**config.mk**
```make
export PLATFORM = sky130hd
export DESIGN_NAME = inst_fetch
export DESIGN_NICKNAME = d
export VERILOG_FILES = /design/src/rtl/inst_fetch.sv
export SDC_FILE = /design/constraint.sdc
export NUM_CORES = 1
export LEC_CHECK = 0
export ABC_CLOCK_PERIOD_IN_PS = 7430
export BUFFER_PORTS_ARGS = -buffer_cell sky130_fd_sc_hd__clkbuf_2
export CORE_UTILIZATION = 37
export DETAILED_ROUTE_END_ITERATION = 10
export HOLD_SLACK_MARGIN = 0.03
export PLACE_DENSITY = 0.65
export SLEW_MARGIN = 20
export SYNTH_ARGS = -nofsm -noshare
export SYNTH_HDL_FRONTEND = slang
export SYNTH_SLANG_ARGS = --single-unit
```
**constraint.sdc**
```tcl
create_clock -name clk -period 7.43 [get_ports clk]
set_input_delay 1.486 -clock clk [delete_from_list [all_inputs] [get_ports clk]]
set_output_delay 1.486 -clock clk [all_outputs]
set_load 0.02 [all_outputs]
```
**src/rtl/inst_fetch.sv**
```systemverilog
`default_nettype none
// +----------------------------------------------------------------------------+
// | inst_fetch : PC owner, single-outstanding imem fetch, FIFO to decode      |
// | Rev 1.0                                                                    |
// +----------------------------------------------------------------------------+
module inst_fetch #(
   parameter logic [31:0] RESET_PC   = 32'h0000_0000,
   parameter int          FIFO_DEPTH = 2
) (
   input  logic        clk,
   input  logic        rst_n,
   input  logic        stall_i,
   input  logic        is_jmp_i,
   input  logic [31:0] jmp_addr_i,
   output logic        imem_req_o,
   output logic [31:0] imem_addr_o,
   input  logic        imem_ack_i,
   input  logic [31:0] imem_rdata_i,
   output logic [31:0] inst_o,
   output logic [31:0] pc_o,
   output logic        inst_valid_o
);

   localparam int PTR_W = $clog2(FIFO_DEPTH);
   localparam int CNT_W = PTR_W + 1;
   localparam logic [CNT_W-1:0] DEPTH_C = CNT_W'(FIFO_DEPTH);

   typedef enum logic [1:0] {
      S_IDLE = 2'd0,
      S_WAIT = 2'd1,
      S_DROP = 2'd2
   } state_t;

   state_t             state_q;
   logic [31:0]        fetch_pc_q;
   logic               imem_req_q;
   logic [31:0]        imem_addr_q;
   logic [PTR_W-1:0]   rd_ptr_q;
   logic [PTR_W-1:0]   wr_ptr_q;
   logic [CNT_W-1:0]   count_q;
   logic [CNT_W-1:0]   count_d;
   logic [31:0]        pc_mem_q   [FIFO_DEPTH];
   logic [31:0]        inst_mem_q [FIFO_DEPTH];

   logic               empty;
   logic               pop;
   logic               redir;
   logic               ack;
   logic               push;
   logic [31:0]        jmp_pc;

   always_comb begin
      empty   = (count_q == '0);
      pop     = ~empty & ~stall_i;
      redir   = pop & is_jmp_i;
      ack     = imem_ack_i & imem_req_q;
      push    = ack & (state_q == S_WAIT) & ~redir;
      jmp_pc  = {jmp_addr_i[31:2], 2'b00};
      count_d = count_q;
      if (redir) begin
         count_d = '0;
      end else begin
         case ({push, pop})
            2'b10:   count_d = count_q + CNT_W'(1);
            2'b01:   count_d = count_q - CNT_W'(1);
            default: count_d = count_q;
         endcase
      end
   end

   // Issue uses count_q only: a same-cycle pop never frees a slot for issue.
   always_ff @(posedge clk or negedge rst_n) begin
      if (!rst_n) begin
         state_q     <= S_IDLE;
         fetch_pc_q  <= RESET_PC;
         imem_req_q  <= 1'b0;
         imem_addr_q <= RESET_PC;
      end else begin
         case (state_q)
            S_IDLE: begin
               if (redir) begin
                  fetch_pc_q <= jmp_pc;
               end else if (count_q < DEPTH_C) begin
                  imem_req_q  <= 1'b1;
                  imem_addr_q <= fetch_pc_q;
                  state_q     <= S_WAIT;
               end
            end
            S_WAIT: begin
               if (ack) begin
                  imem_req_q <= 1'b0;
                  state_q    <= S_IDLE;
                  fetch_pc_q <= redir ? jmp_pc : fetch_pc_q + 32'd4;
               end else if (redir) begin
                  fetch_pc_q <= jmp_pc;
                  state_q    <= S_DROP;
               end
            end
            S_DROP: begin
               if (redir) begin
                  fetch_pc_q <= jmp_pc;
               end
               if (ack) begin
                  imem_req_q <= 1'b0;
                  state_q    <= S_IDLE;
               end
            end
            default: begin
               imem_req_q <= 1'b0;
               state_q    <= S_IDLE;
            end
         endcase
      end
   end

   always_ff @(posedge clk or negedge rst_n) begin
      if (!rst_n) begin
         rd_ptr_q <= '0;
         wr_ptr_q <= '0;
         count_q  <= '0;
      end else begin
         count_q <= count_d;
         if (redir) begin
            rd_ptr_q <= '0;
            wr_ptr_q <= '0;
         end else begin
            if (push) wr_ptr_q <= wr_ptr_q + PTR_W'(1);
            if (pop)  rd_ptr_q <= rd_ptr_q + PTR_W'(1);
         end
      end
   end

   always_ff @(posedge clk) begin
      if (push) begin
         pc_mem_q[wr_ptr_q]   <= fetch_pc_q;
         inst_mem_q[wr_ptr_q] <= imem_rdata_i;
      end
   end

   assign imem_req_o   = imem_req_q;
   assign imem_addr_o  = imem_addr_q;
   assign inst_valid_o = ~empty;
   assign inst_o       = empty ? 32'h0000_0000 : inst_mem_q[rd_ptr_q];
   assign pc_o         = empty ? fetch_pc_q : pc_mem_q[rd_ptr_q];

endmodule
`default_nettype wire

```
==> flow_summary.toml, run 1 <==
[worst_setup_path]
cp-endpoint = "pc_o[25]"
critPathLaunchType = "flop"
crit_fanout = 53
r2r_cells = 7
r2r_slack_ns = 3.86
cp_data_required_time_ns = 5.94
arrival_ns = 2.76
timing.rr.end = "imem_addr_o[7]$_DFFE_PN0P_"
crit_type = "flop to output pin"
crit_path_start = "count_q[1]$_DFFE_PN0P_"
crit_path_end_kind = "output pin"
worstReg2RegStart = "count_q[1]$_DFFE_PN0P_"

[hold_path]
min_path_type = "flop to flop"

[route]
routedWlPerCell_um = 17.5
drcViolationCount = 0
firstDrtPassIters = 5
routed_wl_um = 20100
vias = 5797
drtIter0Drc = 256
postRouteAntennaNets = 0
post_drt_via_cell_ratio = 5.06

[power_and_ir_drop]
power_switching_mw = 1.80
p_int_mw = 2.64
clockPowerShare_pct = 20.5
peakVddDrop_mv = 0.209
seqPwrFrac_pct = 39.9
p_comb_share_pct = 39.6
p_leak_nw = 4.13
p_sw_share_pct = 40.5
cellPowerDensity_nw_per_um2 = 428
total_power_mw = 4.44

[timing]
relSlewSlack_pct = 35.2
min_period_ns = 4.24
layout_setup_ws_ns = 3.19
finalHoldViolCount = 0
worstMarginPinSlew_ns = 0.963
slew_violations = 0
setup_tns_ns = 0
timing.final.crit_share_pct = 57.1
setup_viol = 0
rsz0062_at_grt = "false"
finClkSkew_ns = 0.0107
max_freq_mhz = 236

[yosys]
yosysSeqAreaShare_pct = 64.8
yosys_register_bits = 199
avgSynthCellArea_um2 = 13.0
ys_warn_count = 0
synthFlopType = "edfxtp_1"
synth_cell_type_count = 66
syn_area_um2 = 8670
synth-async-reset-ratio_pct = 35.7
synth_fp_nets = 741
synth_edf_count = 128
synthCells = 667

[layout]
drive_above_1_share_pct = 30.9
post-route-util_pct = 45.5
fin_area_um2 = 10400
final_cell_mix = "163 x clkbuf_2, 128 x edfxtp_1, 70 x dfrtp_1, 66 x mux2i_1, 66 x nor2_1"
syn_to_final_growth_pct = 19.6
num_antenna_cells = 0
final_common_cell = "clkbuf_2"
finalNetCount = 893

[floorplan]
rows = 55
initial_core_util_pct = 38.1
dieWidth_um = 155
core_area_um2 = 22800
die_area_um2 = 24100
fp.dieH_um = 155
pin_count = 167

[clocking]
cts_tree = "done"
postCtsHoldBufs = 0
clk_pin_slew_ns = 0.07
cts_setup_buffers = 0
cts-root-buf = "clkbuf_16"
cts_buffer_depth = 2
clock_latency_ns = 0.43
cts_buffers = 17
h-tree-depth = 4
clock-sinks = 199
ctsResizeCount = 0

[global_route]
antenna_found_initial = 0
grt_pass1_vias = 5627
gr-total-overflow = 0
gr-usage-all-layers_pct = 17.1
grt_pass1_wl_um = 31400
grt_max_degree = 72

[placement]
place_ws_ns = 3.54
dpl.hpwl_um = 12800
portBuffers = 164
gp_congestion = 0.753
place_area_um2 = 9790

[job]
max-cap-violations = 0

[status]
status = "completed"
## registers in the layout (all words and copies together), names as in the netlist
| signal | cells |
|---|---|
| inst_mem_q | 64 |
| pc_mem_q | 64 |
| fetch_pc_q | 32 |
| imem_addr_o | 32 |
| count_q | 2 |
| state_q | 2 |
| imem_req_o | 1 |
| rd_ptr_q | 1 |
| wr_ptr_q | 1 |
## synthesized netlist by cell type (all sizes together) (3+ instances only)
cell | instances | area, um2
nor3b | 3 | 27.5
and2 | 4 | 25.0
mux2 | 33 | 372
a31oi | 7 | 43.8
o22a | 5 | 43.8
and3 | 15 | 100
a211oi | 8 | 65.1
nand2 | 48 | 183
o22ai | 7 | 43.8
dfrtp | 71 | 1780
or3 | 6 | 38.8
ha | 5 | 62.6
inv | 8 | 30.0
edfxtp | 128 | 3840
a2bb2oi | 6 | 52.6
nor3 | 3 | 15.0
nand3 | 15 | 75.1
nor4 | 5 | 31.3
o21ai | 46 | 230
clkbuf | 32 | 145
buf | 9 | 53.8
nand4 | 13 | 96.3
or4 | 3 | 27.5
mux2i | 66 | 661
a21oi | 26 | 130
and4 | 4 | 36.3
nor2 | 67 | 254
## worst max-delay path, cell delays in order (launching register included)
cell and delay [ns]:
dfrtp_1 0.52, nor2_4 0.77, buf_4 0.58, nand2_1 0.12, o21ai_0 0.09, clkbuf_2 0.21
## routing by layer
metal | track usage (%) | share of wire (%)
met1 | 22.7 | 46
met2 | 28.3 | 47
met3 | 3.90 | 5.9
met4 | 4.38 | 0.87
met5 | 0 | 0
## final cells by class
| cell class | count | area (um2) |
|---|---|---|
| repair buffers | 174 | 902 |
| flip-flops and latches | 199 | 5620 |
| inverters | 8 | 30.0 |
| fillers | 2075 | 12400 |
| multi-input cells | 419 | 2850 |
| clock inverters | 14 | 138 |
| well taps | 313 | 392 |
| clock buffers | 18 | 439 |
## worst min path at each step
stage / from / end / slack (ns) / cells past startpoint
floorplan: fetch_pc_q[10]$_DFFE_PN0P_ / pc_mem_q[0][10]$_DFFE_PP_ / 0.44 / 0
global placement: imem_addr_o[1]$_DFFE_PN0P_ / imem_addr_o[1]$_DFFE_PN0P_ / 0.49 / 1
detailed placement: imem_addr_o[12]$_DFFE_PN0P_ / imem_addr_o[12]$_DFFE_PN0P_ / 0.50 / 1
CTS: imem_addr_o[30]$_DFFE_PN0P_ / imem_addr_o[30]$_DFFE_PN0P_ / 0.51 / 1
global route: imem_addr_o[8]$_DFFE_PN0P_ / imem_addr_o[8]$_DFFE_PN0P_ / 0.53 / 1
finish: imem_addr_o[2]$_DFFE_PN0P_ / imem_addr_o[2]$_DFFE_PN0P_ / 0.51 / 1
## power by group through the flow
stage          registers [mW]  logic (mW)  clock network [mW]
5_1_grt                  1.82        1.92               0.980
3_3_place_gp             1.79        1.76                   0
2_1_floorplan            1.80        1.18                   0
3_5_place_dp             1.80        1.78                   0
4_1_cts                  1.78        1.79               0.935
6_report                 1.77        1.76               0.909
## per-stage QoR
stage | instances | hold WS [ns]
finish | 1145 | 0.506
detailed placement | 1113 | 0.495
global route | 1145 | 0.528
floorplan | 667 | 0.441
CTS | 1145 | 0.513
global placement | 1113 | 0.490
## cell families (layout without fill, tap and decap cells)
family,count (synthesis),in the layout,synth area share (%)
flops,199,199,64.8
simple gates,193,193,11.2
compound gates,121,121,8.63
mux,99,99,11.9
buf+inv,49,214,2.64
fa+ha+maj,5,5,0.721
xor+xnor,1,1,0.101
Note: power is estimated with default switching activity, not from simulation.
==> inputs of run 2 (changes only) <==
--- a/config.mk
+++ b/config.mk
@@ -5,7 +5,7 @@
 export SDC_FILE = /design/constraint.sdc
 export NUM_CORES = 1
 export LEC_CHECK = 0
-export ABC_CLOCK_PERIOD_IN_PS = 7430
+export ABC_CLOCK_PERIOD_IN_PS = 4100
 export BUFFER_PORTS_ARGS = -buffer_cell sky130_fd_sc_hd__clkbuf_2
 export CORE_UTILIZATION = 37
 export DETAILED_ROUTE_END_ITERATION = 10
==> constraint.sdc (replaced) <==
create_clock -name clk -period 4.1 [get_ports clk]
set_input_delay 0.82 -clock clk [delete_from_list [all_inputs] [get_ports clk]]
set_output_delay 0.82 -clock clk [all_outputs]
set_load 0.02 [all_outputs]
==> run 2 against run 1 <==
Net effect:
- via count shrank 0.91%
- clock power grew 83%
- sequential share of layout area shrank 0.28 points
- global-route usage shrank 0.44 points
- highest routed layer unchanged
- die area is the same
- sequential power grew 84%
- cell area grew 0.52%
- register-to-register slack lost 2.4 ns
- largest power group unchanged
- largest cell class unchanged
- power grew 81%
- hold slack lost 0.099 ns
- non-clock buffer count is the same
==> flow_summary.toml, run 2 (synthesis results as in run 1) <==
[status]
status = "completed"

[power_and_ir_drop]
clockPowerShare_pct = 20.6
p_leak_nw = 4.15
seqPwrFrac_pct = 40.3
cellPowerDensity_nw_per_um2 = 772
p_int_mw = 4.79
p_comb_share_pct = 39.1
peakVddDrop_mv = 0.307
p_sw_share_pct = 40.5
total_power_mw = 8.05
power_switching_mw = 3.26

[clocking]
cts_setup_buffers = 0
cts_buffer_depth = 2
clk_pin_slew_ns = 0.08
h-tree-depth = 4
clock-sinks = 199
postCtsHoldBufs = 0
cts-root-buf = "clkbuf_16"
cts_buffers = 17
ctsResizeCount = 0
cts_tree = "done"
clock_latency_ns = 0.43

[global_route]
grt_pass1_vias = 5507
gr-total-overflow = 0
grt_max_degree = 98
grt_pass1_wl_um = 30600
antenna_found_initial = 0
gr-usage-all-layers_pct = 16.7

[worst_setup_path]
max_stage_delay_ns = 0.75
slowest_stage = "buf_4"
critical_path.top_delay_family = "buffers and inverters"
crit_type = "flop to output pin"
critPathLaunchType = "flop"
arrival_ns = 2.35
cp_data_required_time_ns = 3.28
crit_fanout = 97
critical_path_buf_inv_count = 2
crit_path_end_kind = "output pin"
crit_chain = "nor2_4 > buf_4 > o21ai_0 > clkbuf_2"

[layout]
nFillCells = 2069
final_cell_mix = "163 x clkbuf_2, 128 x edfxtp_1, 70 x dfrtp_1, 66 x mux2i_1, 66 x nor2_1"
final_common_cell = "clkbuf_2"
post-route-util_pct = 45.8
fin_area_um2 = 10400
top_regs = "inst_mem_q x64, pc_mem_q x64"
drive_above_1_share_pct = 31.0
finalNetCount = 893
regArea_um2 = 5620
multi_input_area_um2 = 2860
num_antenna_cells = 0
stdcell_count = 1145
syn_to_final_growth_pct = 20.3

[route]
drtIter0Drc = 303
wl_met2_um = 9140
routed_wl_um = 19700
firstDrtPassIters = 4
wl_met3_um = 1060
routedWlPerCell_um = 17.2
post_drt_via_cell_ratio = 5.02
drcViolationCount = 0
highest_layer = "met4"
drt-met1-wl_um = 9330
postRouteAntennaNets = 0
vias = 5744

[floorplan]
rows = 55
fp.dieH_um = 155
pin_count = 167
dieWidth_um = 155
initial_core_util_pct = 38.1
die_area_um2 = 24100
core_area_um2 = 22800

[timing]
worstMarginPinSlew_ns = 0.950
max_freq_mhz = 315
min_period_ns = 3.17
finClkSkew_ns = 0.0138
setup_viol = 0
rsz0062_at_grt = "false"
relSlewSlack_pct = 36.1
layout_setup_ws_ns = 0.925
slew_violations = 0
finalHoldViolCount = 0
timing.final.crit_share_pct = 77.4
setup_tns_ns = 0
fin_hold_ws_ns = 0.408

[placement]
place_area_um2 = 9840
placed_cells = 1113
gp_congestion = 0.761
portBuffers = 164
dpl.hpwl_um = 12600
place_ws_ns = 1.31

[hold_path]
min_path_type = "input pin to async pin"

[job]
max-cap-violations = 0
## run 2: final timing paths
path | slack, ns | endpoint | from | depth (start not counted)
max in group asynchronous | 3.11 | rd_ptr_q$_DFFE_PN0P_ | rst_n | 1
max | 0.93 | pc_o[21] | count_q[1]$_DFFE_PN0P_ | 4
min in group clk | 0.51 | imem_addr_o[10]$_DFFE_PN0P_ | imem_addr_o[10]$_DFFE_PN0P_ | 1
min reg2reg | 0.51 | imem_addr_o[10]$_DFFE_PN0P_ | imem_addr_o[10]$_DFFE_PN0P_ | 1
max reg2reg | 1.44 | fetch_pc_q[23]$_DFFE_PN0P_ | state_q[0]$_DFFE_PN0P_ | 7
min | 0.41 | imem_addr_o[15]$_DFFE_PN0P_ | rst_n | 1
## run 2: power groups by stage
stage                     combinational (mW)  sequential (mW)  clock [mW]
after global routing                    3.43             3.33        1.79
final                                   3.14             3.25        1.66
after floorplan                         2.14             3.24           0
after detailed placement                3.19             3.30           0
after CTS                               3.19             3.26        1.71
after global placement                  3.15             3.28           0
## run 2: area by class of cell
type	count	area share, %
Clock buffer	17	4.08
Clock inverter	15	1.55
Sequential cell	199	53.9
Timing Repair Buffer	174	9.01
Inverter	8	0.288
Tap cell	313	3.76
Multi-Input combinational cell	419	27.4
## run 2: routing by layer
| layer | GRT usage, % | vias to the layer above |
|---|---|---|
| li1 | - | 2808 |
| met1 | 23.0 | 2753 |
| met2 | 26.7 | 170 |
| met3 | 3.62 | 13 |
| met4 | 4.29 | 0 |
| met5 | 0 | - |
